File: config.mk
export PLATFORM = sky130hd
export DESIGN_NAME = fifo_wr_arbiter
export DESIGN_NICKNAME = d
export VERILOG_FILES = /design/src/rtl/npu_arb_pkg.sv /design/src/rtl/rr_picker.sv /design/src/rtl/fifo_wr_arbiter.sv
export SDC_FILE = /design/constraint.sdc
export NUM_CORES = 1
export LEC_CHECK = 0
export BUFFER_PORTS_ARGS = -buffer_cell sky130_fd_sc_hd__clkbuf_2
export CAP_MARGIN = 15
export CORE_ASPECT_RATIO = 1.75
export CORE_UTILIZATION = 39
export CTS_CLUSTER_DIAMETER = 100
export DETAILED_ROUTE_END_ITERATION = 10
export PLACE_DENSITY = 0.8
export SLEW_MARGIN = 40
export SYNTH_ARGS = -nofsm -noshare
export SYNTH_HDL_FRONTEND = slang
export SYNTH_SLANG_ARGS = --single-unit
File: constraint.sdc
create_clock -name clk -period 2.4 [get_ports clk]
set_input_delay 0.36 -clock clk [delete_from_list [all_inputs] [get_ports clk]]
set_output_delay 0.36 -clock clk [all_outputs]
set_load 0.01 [all_outputs]
File: src/rtl/npu_arb_pkg.sv
// rtl/npu_arb_pkg.sv - shared types and helpers for the FIFO write-port arbiter
package npu_arb_pkg;

  typedef enum logic {
    ARB_IDLE,
    ARB_GRANT
  } arb_state_t;

  // Modulo increment that works for any requester count, not just powers of two.
  function automatic int rr_next(input int idx, input int n);
    return (idx + 1 >= n) ? 0 : idx + 1;
  endfunction

endpackage

File: src/rtl/rr_picker.sv
// rtl/rr_picker.sv - combinational round-robin scan: first set request at or after start
module rr_picker #(
  parameter int NREQ = 4,
  parameter int ID_W = $clog2(NREQ)
) (
  input  logic [NREQ-1:0] req,
  input  logic [ID_W-1:0] start,
  output logic            found,
  output logic [ID_W-1:0] pick
);

  int idx;

  always_comb begin
    found = 1'b0;
    pick  = '0;
    idx   = 0;
    for (int k = 0; k < NREQ; k++) begin
      idx = int'(start) + k;
      if (idx >= NREQ) idx = idx - NREQ;
      if (!found && req[idx]) begin
        found = 1'b1;
        pick  = ID_W'(idx);
      end
    end
  end

endmodule

File: src/rtl/fifo_wr_arbiter.sv
// rtl/fifo_wr_arbiter.sv - round-robin, burst-locked sharing of one FIFO write port
module fifo_wr_arbiter
  import npu_arb_pkg::*;
#(
  parameter int NREQ      = 4,
  parameter int NBITS     = 16,
  parameter int MAX_BURST = 4,
  parameter int ID_W      = $clog2(NREQ)
) (
  input  logic                  clk,
  input  logic                  rst,
  input  logic [NREQ-1:0]       req_val,
  input  logic [NREQ*NBITS-1:0] req_data,
  output logic [NREQ-1:0]       req_rdy,
  output logic                  fifo_wen,
  output logic [NBITS-1:0]      fifo_d,
  input  logic                  fifo_full,
  output logic [ID_W-1:0]       grant_id,
  output logic                  busy
);

  localparam int CNT_W = $clog2(MAX_BURST + 1);
  localparam logic [CNT_W-1:0] LAST_BEAT = CNT_W'(MAX_BURST - 1);

  arb_state_t       state, state_d;
  logic [ID_W-1:0]  owner, owner_d;
  logic [ID_W-1:0]  rr_ptr, rr_ptr_d;
  logic [CNT_W-1:0] beat_cnt, beat_cnt_d;

  logic [ID_W-1:0]  owner_inc;
  logic             idle_found, rep_found;
  logic [ID_W-1:0]  idle_pick, rep_pick;
  logic             beat, burst_end;

  assign owner_inc = ID_W'(rr_next(int'(owner), NREQ));

  rr_picker #(.NREQ(NREQ), .ID_W(ID_W)) u_idle_pick (
    .req   (req_val),
    .start (rr_ptr),
    .found (idle_found),
    .pick  (idle_pick)
  );

  // Burst-end re-pick starts just past the owner so a dropped owner never re-wins.
  rr_picker #(.NREQ(NREQ), .ID_W(ID_W)) u_rep_pick (
    .req   (req_val),
    .start (owner_inc),
    .found (rep_found),
    .pick  (rep_pick)
  );

  always_ff @(posedge clk or negedge rst) begin
    if (!rst) begin
      state    <= ARB_IDLE;
      owner    <= '0;
      rr_ptr   <= '0;
      beat_cnt <= '0;
    end else begin
      state    <= state_d;
      owner    <= owner_d;
      rr_ptr   <= rr_ptr_d;
      beat_cnt <= beat_cnt_d;
    end
  end

  always_comb begin
    state_d    = state;
    owner_d    = owner;
    rr_ptr_d   = rr_ptr;
    beat_cnt_d = beat_cnt;
    req_rdy    = '0;
    fifo_wen   = 1'b0;
    fifo_d     = '0;
    grant_id   = '0;
    busy       = 1'b0;
    beat       = 1'b0;
    burst_end  = 1'b0;

    case (state)
      ARB_IDLE: begin
        if (idle_found) begin
          state_d    = ARB_GRANT;
          owner_d    = idle_pick;
          beat_cnt_d = '0;
        end
      end
      ARB_GRANT: begin
        busy           = 1'b1;
        grant_id       = owner;
        fifo_d         = req_data[int'(owner)*NBITS +: NBITS];
        beat           = req_val[owner] & ~fifo_full;
        fifo_wen       = beat;
        req_rdy[owner] = ~fifo_full;
        burst_end      = (beat && (beat_cnt == LAST_BEAT)) || !req_val[owner];
        if (burst_end) begin
          rr_ptr_d   = owner_inc;
          beat_cnt_d = '0;
          if (rep_found) begin
            owner_d = rep_pick;
          end else begin
            state_d = ARB_IDLE;
          end
        end else if (beat) begin
          beat_cnt_d = beat_cnt + 1'b1;
        end
      end
      default: state_d = ARB_IDLE;
    endcase
  end

endmodule

==> results.md <==
- IO Port Bufs: 94
- Top post-synthesis cells by count: and2_1 (22), mux4_2 (16), dfrtp_1 (8)
- Share of the synthesized area in the top cell type: 0.305
- Max cap viols: 0
- Post-Syn Nets: 194
- Core area: 2900 µm²
- Required time worst endpoint: 2.04 ns
- Nets: 293
- Leakage: 0.907 nW
- HPWL after detailed placement: 3090 µm
- Gates resized, CTS repair: 0
- Cells after DPL: 237
- Ys Warns: 0
- Worst Setup Start Kind: flop
- Drt first pass iters: 7
- Sum of negative setup slack: 0 ns
- DR WL/cell: 14.5 µm
- Critical path's most frequent cell: buf_4
- Largest net degree at the start of global routing: 16
- Top cells by area, synth: mux4_2 (30%), dfrtp_1 (17%), and2_1 (12%), ha_1 (7.4%), mux2i_1 (2.5%)
- # fillers: 272
- Clock tree buffer depth: 2
- # IOs: 95
- Largest area contributor in the netlist: mux4_2
- Slew Limit Fails: 0
- Status: finished with violations
- Critical path, cell by cell: buf_4 > buf_4 > mux4_2 > and2_1 > clkbuf_2
- Htree depth: 1
- Final setup viols: 0
- Crit path capture type: primary output
- Cell family with most CP delay: flip-flops
- Register area share after synthesis: 0.169
- DRT antenna net count: 0
- Syn avg cell area: 10.2 µm²
- Slew margin rel.: 0.741
- Tcrit/Tclk final: 0.891
- Highest routed layer: met4
- Post-CTS setup buffers: 0
- Initial antenna violation count: 0
- Number of flops mapped to enable cells by yosys: 0
- Clk slew on worst S/H paths: 0.04 ns
- Diode count: 0
- Die Wd: 43.6 µm
- Hold buffers post-CTS: 1
- Worst-Margin Slew: 0.388 ns
- RSZ-0062 raised after global routing: false
- Cell Area, Synth: 1180 µm²
- Clock Skew: 0.00223 ns
- DRC: 15
- Gr usage total: 0.217
- Pwr Density: 979 nW/µm²
- Num CTS Buffers: 3
- Reg2Reg Setup Slack: 0.51 ns
- Min-delay worst type: flop to flop
- Number of global-route vias before repair: 1285
- Initial DRC count: 48
- Post-Layout Cell Count: 241
- Crit path arrival time: 1.78 ns
- Clk Latency, worst-skew pair: 0.22 ns
- Top_reg_cell synth: dfrtp_1
- Cell with the most instances after synthesis: and2_1
- M1 wire length: 1110 µm
- Met2 WL: 1990 µm
- Clock Tree Root: clkbuf_8
- Fin util: 0.605
- Area growth, synth to finish: 48.0%
- CP peak stage delay: 0.56 ns
- Die area: 3260 µm²
- Cells after Synth: 116
- DRT Wirelength: 3500 µm
- Synthesized flop and latch total: 8
- Failing checks: design-rule violations
- Maximum VDD drop: 0.605 mV
- Synth unique cells: 34
- First-pass GRT wire length: 5420 µm
- Final min period: 2.14 ns
- Clock Sinks: 8
- Share of flip-flops with an asynchronous set or reset: 1.00
- Die height: 74.8 µm
- Slowest CP cell: dfrtp_1
- CP Max Fanout: 10
- Initial core utilization: 0.408
- Row count: 26
- Vias per cell: 5.54
- Met3 WL post-DR: 319 µm
- Fin. Hold Viols: 0
- CTS tree: done
- Max Clk Rate: 468 MHz
- Fraction of layout cells with a size suffix above 1: 0.587
- Worst Path Buf+Inv: 3
- Gr ovfl total: 0
- Routability Congestion: 0.827
- Via count: 1335
- Crit Path Category: flop to primary output
==> placed cells by master (no fill, tap or decap), drive strengths merged, types with 3 or more instances in the layout <==
| master | instances |
|---|---|
| mux2 | 4 |
| nor2 | 3 |
| clkbuf | 97 |
| mux4 | 16 |
| o21ai | 5 |
| nand2 | 5 |
| mux2i | 3 |
| ha | 7 |
| and2 | 22 |
| buf | 5 |
| inv | 7 |
| a21oi | 4 |
| dfrtp | 8 |
| nand3 | 5 |
==> metal layers <==
| layer | up-vias | GRT usage |
|---|---|---|
| met5 | - | 0 |
| met4 | 0 | 0.0938 |
| met3 | 8 | 0.0456 |
| met2 | 72 | 0.433 |
| met1 | 621 | 0.203 |
| li1 | 634 | - |
==> per-stage QoR <==
step                      worst slack, ns  instance area, µm²  hold slack, ns  power (mW)
after floorplan                     0.361                1180          0.0644        1.18
after detailed placement            0.506                1700           0.215        1.57
after global routing                0.165                1750           0.494        1.85
after CTS                           0.262                1750           0.477        1.73
after global placement              0.531                1700           0.213        1.54
final                               0.262                1750           0.478        1.71
==> tightest hold or removal path: stages, from the launching register on <==
cell     delay, ns
dfrtp_1       0.33
nand2_1       0.06
o21ai_2       0.05
==> kinds of logic (layout without fill, tap and decap cells) <==
logic type | count (synthesis) | in the layout | share of synthesized area
AOI/OAI and AO/OA | 21 | 21 | 0.128
DFF | 8 | 8 | 0.169
muxes | 23 | 23 | 0.368
buffers and inverters | 13 | 110 | 0.0444
and+or+nand+nor | 44 | 44 | 0.216
adders and majority gates | 7 | 7 | 0.0741
==> flip-flops by register name, summed over array words and instances (netlist names) <==
signal    cells
owner         2
state         1
beat_cnt      3
rr_ptr        2
==> report_power, final <==
group / internal, mW / leakage [nW] / switching (mW)
registers: 0.188 / 0.0976 / 0.0738
clock network: 0.108 / 0.0216 / 0.0485
logic: 0.714 / 0.788 / 0.580
total: 1.01 / 0.907 / 0.703
==> cell type report <==
| cell class | count | area (µm²) | area share |
|---|---|---|---|
| multi-input combinational | 95 | 930 | 0.531 |
| timing repair buffer | 100 | 518 | 0.296 |
| sequential | 8 | 200 | 0.114 |
| clock buffer | 3 | 41.3 | 0.0236 |
| tap | 28 | 35.0 | 0.0200 |
| inverter | 7 | 26.3 | 0.0150 |
==> final timing paths <==
kind                          endpoint         from  cells after the start
min reg2reg                beat_cnt[2]  beat_cnt[2]                      2
min                        beat_cnt[2]  beat_cnt[2]                      2
min in group asynchronous  beat_cnt[1]          rst                      2
max reg2reg                   owner[0]     owner[1]                      7
max in group asynchronous    rr_ptr[0]          rst                      2
max                          fifo_d[0]     owner[1]                      5
Note: power is estimated with default switching activity, not from simulation.
